==> src/rtl/alu_seq.sv <==
// alu_seq -- handshaked, parametrised ALU sitting between the datapath register
// file (AC, R) and the accumulator write-back. One operation is in flight at a
// time: it is accepted on a valid/ready input port, and its result and flags are
// held on a valid/ready output port until the consumer takes them.
//
// Optional feature macro: ALU_SEQ_MUL_EN
//   defined     : opcode D is an iterative unsigned shift-add multiply that takes
//                 WIDTH cycles in BUSY and returns the full 2*WIDTH product.
//   not defined : opcode D behaves as PASS (single cycle, C=V=0, result_hi=0).
//
// Parameters
//   WIDTH    operand/result width (>= 4)
//   FLAG_REG 1: Z/N stored in flops with the result; 0: Z/N decoded from a stored
//            flag-source register
//
// Ports
//   clk        in   rising-edge clock
//   reset_n    in   asynchronous active-low reset
//   in_valid   in   opcode/AC/R valid
//   in_ready   out  operation can be accepted this cycle
//   opcode     in   4-bit operation select
//   AC, R      in   operands (captured at accept)
//   out_valid  out  result/result_hi/flags valid
//   out_ready  in   consumer takes the result this cycle
//   result     out  operation result (low half of the product for MUL)
//   result_hi  out  upper half of the product for MUL, else 0
//   flags      out  {Z,N,C,V}
module alu_seq #(
   parameter int WIDTH    = 8,
   parameter bit FLAG_REG = 1'b1
) (
   input  logic             clk,
   input  logic             reset_n,
   input  logic             in_valid,
   output logic             in_ready,
   input  logic [3:0]       opcode,
   input  logic [WIDTH-1:0] AC,
   input  logic [WIDTH-1:0] R,
   output logic             out_valid,
   input  logic             out_ready,
   output logic [WIDTH-1:0] result,
   output logic [WIDTH-1:0] result_hi,
   output logic [3:0]       flags
);

   localparam int MSB   = WIDTH - 1;
   localparam int CNT_W = $clog2(WIDTH);

   typedef enum logic [1:0] {IDLE = 2'd0, BUSY = 2'd1, DONE = 2'd2} state_t;

   // src is the value Z/N are taken from; it differs from res only for CMP,
   // which reports the flags of the subtraction but returns AC unchanged.
   typedef struct packed {
      logic [WIDTH-1:0] res;
      logic [WIDTH-1:0] src;
      logic             c;
      logic             v;
   } alu_t;

   function automatic alu_t alu_op(input logic [3:0]       op,
                                   input logic [WIDTH-1:0] a,
                                   input logic [WIDTH-1:0] b);
      alu_t             r;
      logic [WIDTH:0]   wide;
      r.res = a;
      r.src = a;
      r.c   = 1'b0;
      r.v   = 1'b0;
      // Extended difference: top bit is the borrow (a < b unsigned).
      wide  = {1'b0, a} - {1'b0, b};
      case (op)
         4'h0: begin
            wide  = {1'b0, a} + {1'b0, b};
            r.res = wide[MSB:0];
            r.c   = wide[WIDTH];
            r.v   = (a[MSB] == b[MSB]) && (r.res[MSB] != a[MSB]);
         end
         4'h1, 4'hE: begin
            r.res = (op == 4'hE) ? a : wide[MSB:0];
            r.c   = wide[WIDTH];
            r.v   = (a[MSB] != b[MSB]) && (wide[MSB] != a[MSB]);
         end
         4'h2: begin
            wide  = {1'b0, a} + (WIDTH + 1)'(1);
            r.res = wide[MSB:0];
            r.c   = wide[WIDTH];
            r.v   = !a[MSB] && r.res[MSB];
         end
         4'h3: r.res = '0;
         4'h4: r.res = a & b;
         4'h5: r.res = a | b;
         4'h6: r.res = a ^ b;
         4'h7: r.res = ~a;
         4'h8: begin r.res = {a[MSB-1:0], 1'b0};   r.c = a[MSB]; end
         4'h9: begin r.res = {1'b0, a[MSB:1]};     r.c = a[0];   end
         4'hA: begin r.res = {a[MSB], a[MSB:1]};   r.c = a[0];   end
         4'hB: begin r.res = {a[MSB-1:0], a[MSB]}; r.c = a[MSB]; end
         4'hC: begin r.res = {a[0], a[MSB:1]};     r.c = a[0];   end
         default: ;  // D (when handled as PASS) and F: pass AC
      endcase
      r.src = (op == 4'hE) ? wide[MSB:0] : r.res;
      return r;
   endfunction

   state_t           state_q;
   logic [WIDTH-1:0] result_q;
   logic [WIDTH-1:0] result_hi_q;
   logic             c_q;
   logic             v_q;

   logic             accept;
   logic             load_en;
   alu_t             alu_d;
   logic [WIDTH-1:0] result_d;
   logic [WIDTH-1:0] result_hi_d;
   logic [WIDTH-1:0] src_d;
   logic             c_d;
   logic             v_d;

`ifdef ALU_SEQ_MUL_EN
   logic             is_mul;
   logic [WIDTH-1:0] mcand_q;
   logic [WIDTH-1:0] acc_q;
   logic [WIDTH-1:0] mplier_q;
   logic [CNT_W-1:0] cnt_q;
   logic [WIDTH:0]   sum_d;
   logic [WIDTH-1:0] acc_d;
   logic [WIDTH-1:0] mplier_d;
   logic             mul_last;
`endif

   always_comb begin
      in_ready    = (state_q == IDLE) || ((state_q == DONE) && out_ready);
      accept      = in_valid && in_ready;
      alu_d       = alu_op(opcode, AC, R);
      result_d    = alu_d.res;
      result_hi_d = '0;
      src_d       = alu_d.src;
      c_d         = alu_d.c;
      v_d         = alu_d.v;
`ifdef ALU_SEQ_MUL_EN
      is_mul   = (opcode == 4'hD);
      // {acc,mplier} shifts right one bit per cycle; the multiplier's low bit
      // selects whether the multiplicand is added into the upper half first.
      sum_d    = {1'b0, acc_q} + (mplier_q[0] ? {1'b0, mcand_q} : '0);
      acc_d    = sum_d[WIDTH:1];
      mplier_d = {sum_d[0], mplier_q[MSB:1]};
      mul_last = (cnt_q == CNT_W'(WIDTH - 1));
      load_en  = (accept && !is_mul) || ((state_q == BUSY) && mul_last);
      if (state_q == BUSY) begin
         result_d    = mplier_d;
         result_hi_d = acc_d;
         src_d       = mplier_d;
         c_d         = |acc_d;
         v_d         = |acc_d;
      end
`else
      load_en = accept;
`endif
   end

   always_ff @(posedge clk or negedge reset_n) begin
      if (!reset_n) begin
         state_q     <= IDLE;
         result_q    <= '0;
         result_hi_q <= '0;
         c_q         <= 1'b0;
         v_q         <= 1'b0;
`ifdef ALU_SEQ_MUL_EN
         mcand_q     <= '0;
         acc_q       <= '0;
         mplier_q    <= '0;
         cnt_q       <= '0;
`endif
      end else begin
         if (load_en) begin
            result_q    <= result_d;
            result_hi_q <= result_hi_d;
            c_q         <= c_d;
            v_q         <= v_d;
         end
         case (state_q)
            IDLE, DONE: begin
               if (accept) begin
`ifdef ALU_SEQ_MUL_EN
                  if (is_mul) begin
                     state_q  <= BUSY;
                     mcand_q  <= AC;
                     mplier_q <= R;
                     acc_q    <= '0;
                     cnt_q    <= '0;
                  end else
`endif
                  state_q <= DONE;
               end else if ((state_q == DONE) && out_ready) begin
                  state_q <= IDLE;
               end
            end
`ifdef ALU_SEQ_MUL_EN
            BUSY: begin
               acc_q    <= acc_d;
               mplier_q <= mplier_d;
               cnt_q    <= cnt_q + CNT_W'(1);
               if (mul_last) state_q <= DONE;
            end
`endif
            default: state_q <= IDLE;
         endcase
      end
   end

   generate
      if (FLAG_REG) begin : g_flag_reg
         logic z_q;
         logic n_q;
         always_ff @(posedge clk or negedge reset_n) begin
            if (!reset_n) begin
               z_q <= 1'b0;
               n_q <= 1'b0;
            end else if (load_en) begin
               z_q <= (src_d == '0);
               n_q <= src_d[MSB];
            end
         end
         assign flags = {z_q, n_q, c_q, v_q};
      end else begin : g_flag_comb
         logic [WIDTH-1:0] src_q;
         // Reset to a non-zero, non-negative value so Z and N read 0 after reset.
         always_ff @(posedge clk or negedge reset_n) begin
            if (!reset_n)     src_q <= WIDTH'(1);
            else if (load_en) src_q <= src_d;
         end
         assign flags = {(src_q == '0), src_q[MSB], c_q, v_q};
      end
   endgenerate

   assign out_valid = (state_q == DONE);
   assign result    = result_q;
   assign result_hi = result_hi_q;

endmodule

==> config.mk <==
export PLATFORM = sky130hd
export DESIGN_NAME = alu_seq
export DESIGN_NICKNAME = d
export VERILOG_FILES = /design/src/rtl/alu_seq.sv
export SDC_FILE = /design/constraint.sdc
export NUM_CORES = 1
export LEC_CHECK = 0
export ABC_AREA = 1
export CAP_MARGIN = 15
export CORE_MARGIN = 5
export CORE_UTILIZATION = 40
export CTS_BUF_LIST = sky130_fd_sc_hd__clkbuf_8
export CTS_CLUSTER_SIZE = 16
export DETAILED_ROUTE_END_ITERATION = 6
export GPL_TIMING_DRIVEN = 0
export PLACE_DENSITY_LB_ADDON = 0.2
export RECOVER_POWER = 50
export SKIP_LAST_GASP = 1
export SLEW_MARGIN = 20
export SYNTH_ARGS = -nofsm -noshare
export SYNTH_HDL_FRONTEND = slang
export SYNTH_SLANG_ARGS = --single-unit
==> constraint.sdc <==
create_clock -name clk -period 1 [get_ports clk]
set_input_delay 0.2 -clock clk [delete_from_list [all_inputs] [get_ports clk]]
set_output_delay 0.2 -clock clk [all_outputs]
set_load 0.005 [all_outputs]
==> run_results.csv <==
group,metric,value,unit
critical_path,startpoint,"AC[0]",
critical_path,critical_path.endpoint,"g_flag_reg.z_q$_DFFE_PN0P_",
critical_path,cp-start-kind,"input port",
final_layout,num-nets-final,586,
die,dieHeight,88.80,µm
critical_path,crit_path_end_kind,"register",
sta,slew_violations,0,
detailed_routing,routed_wl,9122,µm
final_layout,drive_gt1_share,43.71,%
sta,fin_crit_sh,178.3,%
die,fp-row-count,28,
detailed_routing,drc,0,
clock_tree,cts_buffers,3,
final_layout,post-route-util,66.92,%
critical_path,r2r-end,"g_flag_reg.z_q$_DFFE_PN0P_",
pwr,ir_drop,0.0008101,V
detailed_routing,wl_per_cell,15.00,µm
synth,ys_ff_latch,13,
detailed_routing,drt_iter0_drc,264,
worst_hold_path,hp-class,"input port to async pin",
die,die_x,88.80,µm
detailed_routing,vias_per_cell,5.349,
clock_tree,clockRootBuffer,"clkbuf_8",
sta,max-slew-margin-rel,60.69,%
pwr,power_leakage,2.051,nW
critical_path,critical_path_class,"input port to register",
final_layout,final_cells,608,
synth,ys_types,30,
synth,seq_area_frac_synth,13.10,%
global_route,grt_pass1_vias,2971,
die,core_area,5991,µm²
clock_tree,clk-insertion-delay-late,0.24,ns
placed_design,dpl.hpwl,6149,µm
synth,postSynthCellCount,448,
global_route,grt_max_degree,14,
clock_tree,clk_path_buf_depth,2,
synth,yosys_warnings,0,
placed_design,placed_cells,567,
critical_path,rr_worst_depth,7,
synth,synth_area,2484,µm²
global_route,antenna_found_initial,0,
critical_path,critPathArrivalTime,1.97,ns
detailed_routing,drt-pass1-iter-count,5,
sta,post-route-min-period,1.783,ns
placed_design,port_buffers,37,
die,floorplan.initialDensity,41.46,%
sta,tightest_slew,0.5877,ns
sta,clock_skew,0.0005880,ns
detailed_routing,vias,3252,
sta,fin_ws,-0.7829,ns
sta,fmax,560.9,MHz
global_route,grt_overflow,0,
run_status,violations,"setup timing",
run_status,status,"complete, but fails checks",
sta,rsz0062_at_grt,"true",
synth,syn_avg_cell_area,5.544,µm²
placed_design,place_congestion,0.9319,
die,die_area,7885,µm²
final_layout,area_growth,61.41,%
critical_path,critical_path_required,1.19,ns
clock_tree,cts_tree,"yes",
global_route,track_usage,22.23,%
job,maxCapViolCount,0,
global_route,grt_pass1_wl,13690,µm
clock_tree,clk_pin_slew_worst_paths,0.05,ns
clock_tree,cts.sinks,13,
sta,finalSetupViolCount,13,
pwr,powerDensity,776.7,nW/µm²
final_layout,fillCellCount,526,
die,ios,46,
detailed_routing,ant_nets,0,
sta,finalHoldViolCount,0,
final_layout,diodes,0,
critical_path,worst-path-max-fanout,3,
clock_tree,h-tree-depth,1,
critical_path,timing.rr.start,"state_q[1]$_DFFE_PN0P_",
critical_path,reg2reg_setup_slack,-0.17,ns
[stage by stage]
step                      instance area, µm²  setup WS [ns]  power, W  setup TNS (ns)  hold slack [ns]
after global routing                    4009        -0.8733  0.003327          -7.602           0.4532
after CTS                               3659        -0.7817  0.002847          -6.643           0.3410
after global placement                  3138         -1.834  0.002065          -19.52           0.4570
final                                   4009        -0.7829  0.003114          -6.732           0.3980
after detailed placement                3138         -1.863  0.002076          -19.77           0.4596
after floorplan                         2674        -0.7236  0.001532          -5.788         -0.09559
[area by class of cell]
cell class | instances | area, µm² | area share, %
sequential | 13 | 325.3 | 8.115
inverter | 67 | 315.3 | 7.865
clock inverter | 1 | 3.754 | 0.09363
multi-input combinational | 359 | 2414 | 60.21
buffer | 10 | 96.34 | 2.403
tap | 75 | 93.84 | 2.341
clock buffer | 3 | 41.29 | 1.030
timing repair buffer | 80 | 719.4 | 17.95
[cell usage in the layout, fill, tap and decap left out, types with 2 or more instances in the layout]
| cell | n |
|---|---|
| a21oi_2 | 6 |
| nand4_1 | 7 |
| nor2_2 | 8 |
| buf_6 | 17 |
| inv_2 | 18 |
| ha_2 | 4 |
| nor2_1 | 34 |
| o21ai_1 | 6 |
| o21ai_2 | 4 |
| nand3_4 | 4 |
| buf_8 | 2 |
| inv_1 | 36 |
| fa_2 | 2 |
| nand3_2 | 21 |
| conb_1 | 8 |
| ha_4 | 10 |
| inv_6 | 2 |
| nand2_2 | 22 |
| inv_4 | 7 |
| nand2_1 | 130 |
| nand2_4 | 12 |
| o21ai_0 | 6 |
| buf_12 | 5 |
| ha_1 | 12 |
| buf_2 | 10 |
| dfrtp_1 | 13 |
| nand3b_1 | 2 |
| clkdlybuf4s50_1 | 2 |
| nor2_4 | 11 |
| nand3_1 | 31 |
| inv_8 | 2 |
| clkbuf_2 | 4 |
| clkbuf_8 | 3 |
| buf_4 | 45 |
| a21oi_1 | 8 |
| clkdlybuf4s15_2 | 2 |
[kinds of logic (layout without fill, tap and decap cells)]
group | after synthesis | in the layout | synth area share, %
compound gates | 36 | 36 | 8.112
simple gates | 286 | 286 | 48.41
fa+ha+maj | 28 | 28 | 14.71
flops | 13 | 13 | 13.10
xor+xnor | 1 | 1 | 0.3527
other cells | 1 | 8 | 0.1510
buf+inv | 83 | 161 | 15.16
[synth_stat cells, drive strengths merged]
cell type | instances | area (µm²)
or2 | 2 | 12.52
nand3 | 56 | 280.3
a211oi | 1 | 7.510
o22ai | 1 | 6.260
inv | 67 | 251.5
a21o | 1 | 7.510
a21oi | 14 | 70.07
nor2 | 53 | 219.0
clkbuf | 1 | 5.000
buf | 15 | 120.1
o21bai | 1 | 7.510
o211ai | 1 | 7.510
fa | 2 | 40.04
o21ai | 16 | 83.83
nor3 | 1 | 5.000
xor2 | 1 | 8.760
nand4 | 7 | 43.79
dfrtp | 13 | 325.3
nand3b | 2 | 15.01
a21boi | 1 | 11.26
conb | 1 | 3.750
ha | 26 | 325.3
nand2 | 165 | 626.9
[worst min-delay path by stage]
stage	startpoint	endpoint	slack (ns)	cells past startpoint
6_report	reset_n	result[4]$_DFFE_PN0P_	0.40	1
3_3_place_gp	g_flag_reg.z_q$_DFFE_PN0P_	g_flag_reg.z_q$_DFFE_PN0P_	0.46	2
2_1_floorplan	reset_n	c_q$_DFFE_PN0P_	-0.1	0
5_1_grt	AC[6]	result[6]$_DFFE_PN0P_	0.45	5
3_5_place_dp	g_flag_reg.z_q$_DFFE_PN0P_	g_flag_reg.z_q$_DFFE_PN0P_	0.46	2
4_1_cts	reset_n	g_flag_reg.n_q$_DFFE_PN0P_	0.34	1
[power breakdown]
part | internal [W] | switching (W)
sequential | 0.000612 | 0.0000418
clock | 0.000271 | 0.000181
combinational | 0.000906 | 0.00110
[state kept, by name (all words and copies together) (netlist names)]
register and count:
c_q 1, g_flag_reg.n_q 1, v_q 1, state_q 1
result 8, g_flag_reg.z_q 1
[per-layer routing]
layer	up-vias	share of wire (%)	track usage, %
met5	-	0	0
met4	0	4.1	11.68
met3	43	9.4	2.142
met2	192	48	38.26
met1	1455	38	27.20
li1	1562	-	-
[what timing repair did]
action                                  4_1_cts  5_1_grt
pin swaps                                    43       58
hold buffers                                  0        0
buffers inserted                             34       12
hold endpoints to repair                      0        0
endpoints found under the setup margin       26       14
gates resized for setup                     234       96
[worst max-delay path: stages]
cell     delay (ns)
buf_12         0.12
inv_12         0.05
ha_4           0.11
inv_2          0.04
fa_2           0.39
xor2_2         0.18
nor2_1         0.07
nor3_2         0.15
nand3_2        0.16
nor2_4         0.14
nand3_2        0.07
a21oi_2        0.17
nand3_2        0.07
nand2_1        0.05
(Power assumes the default switching activity.)
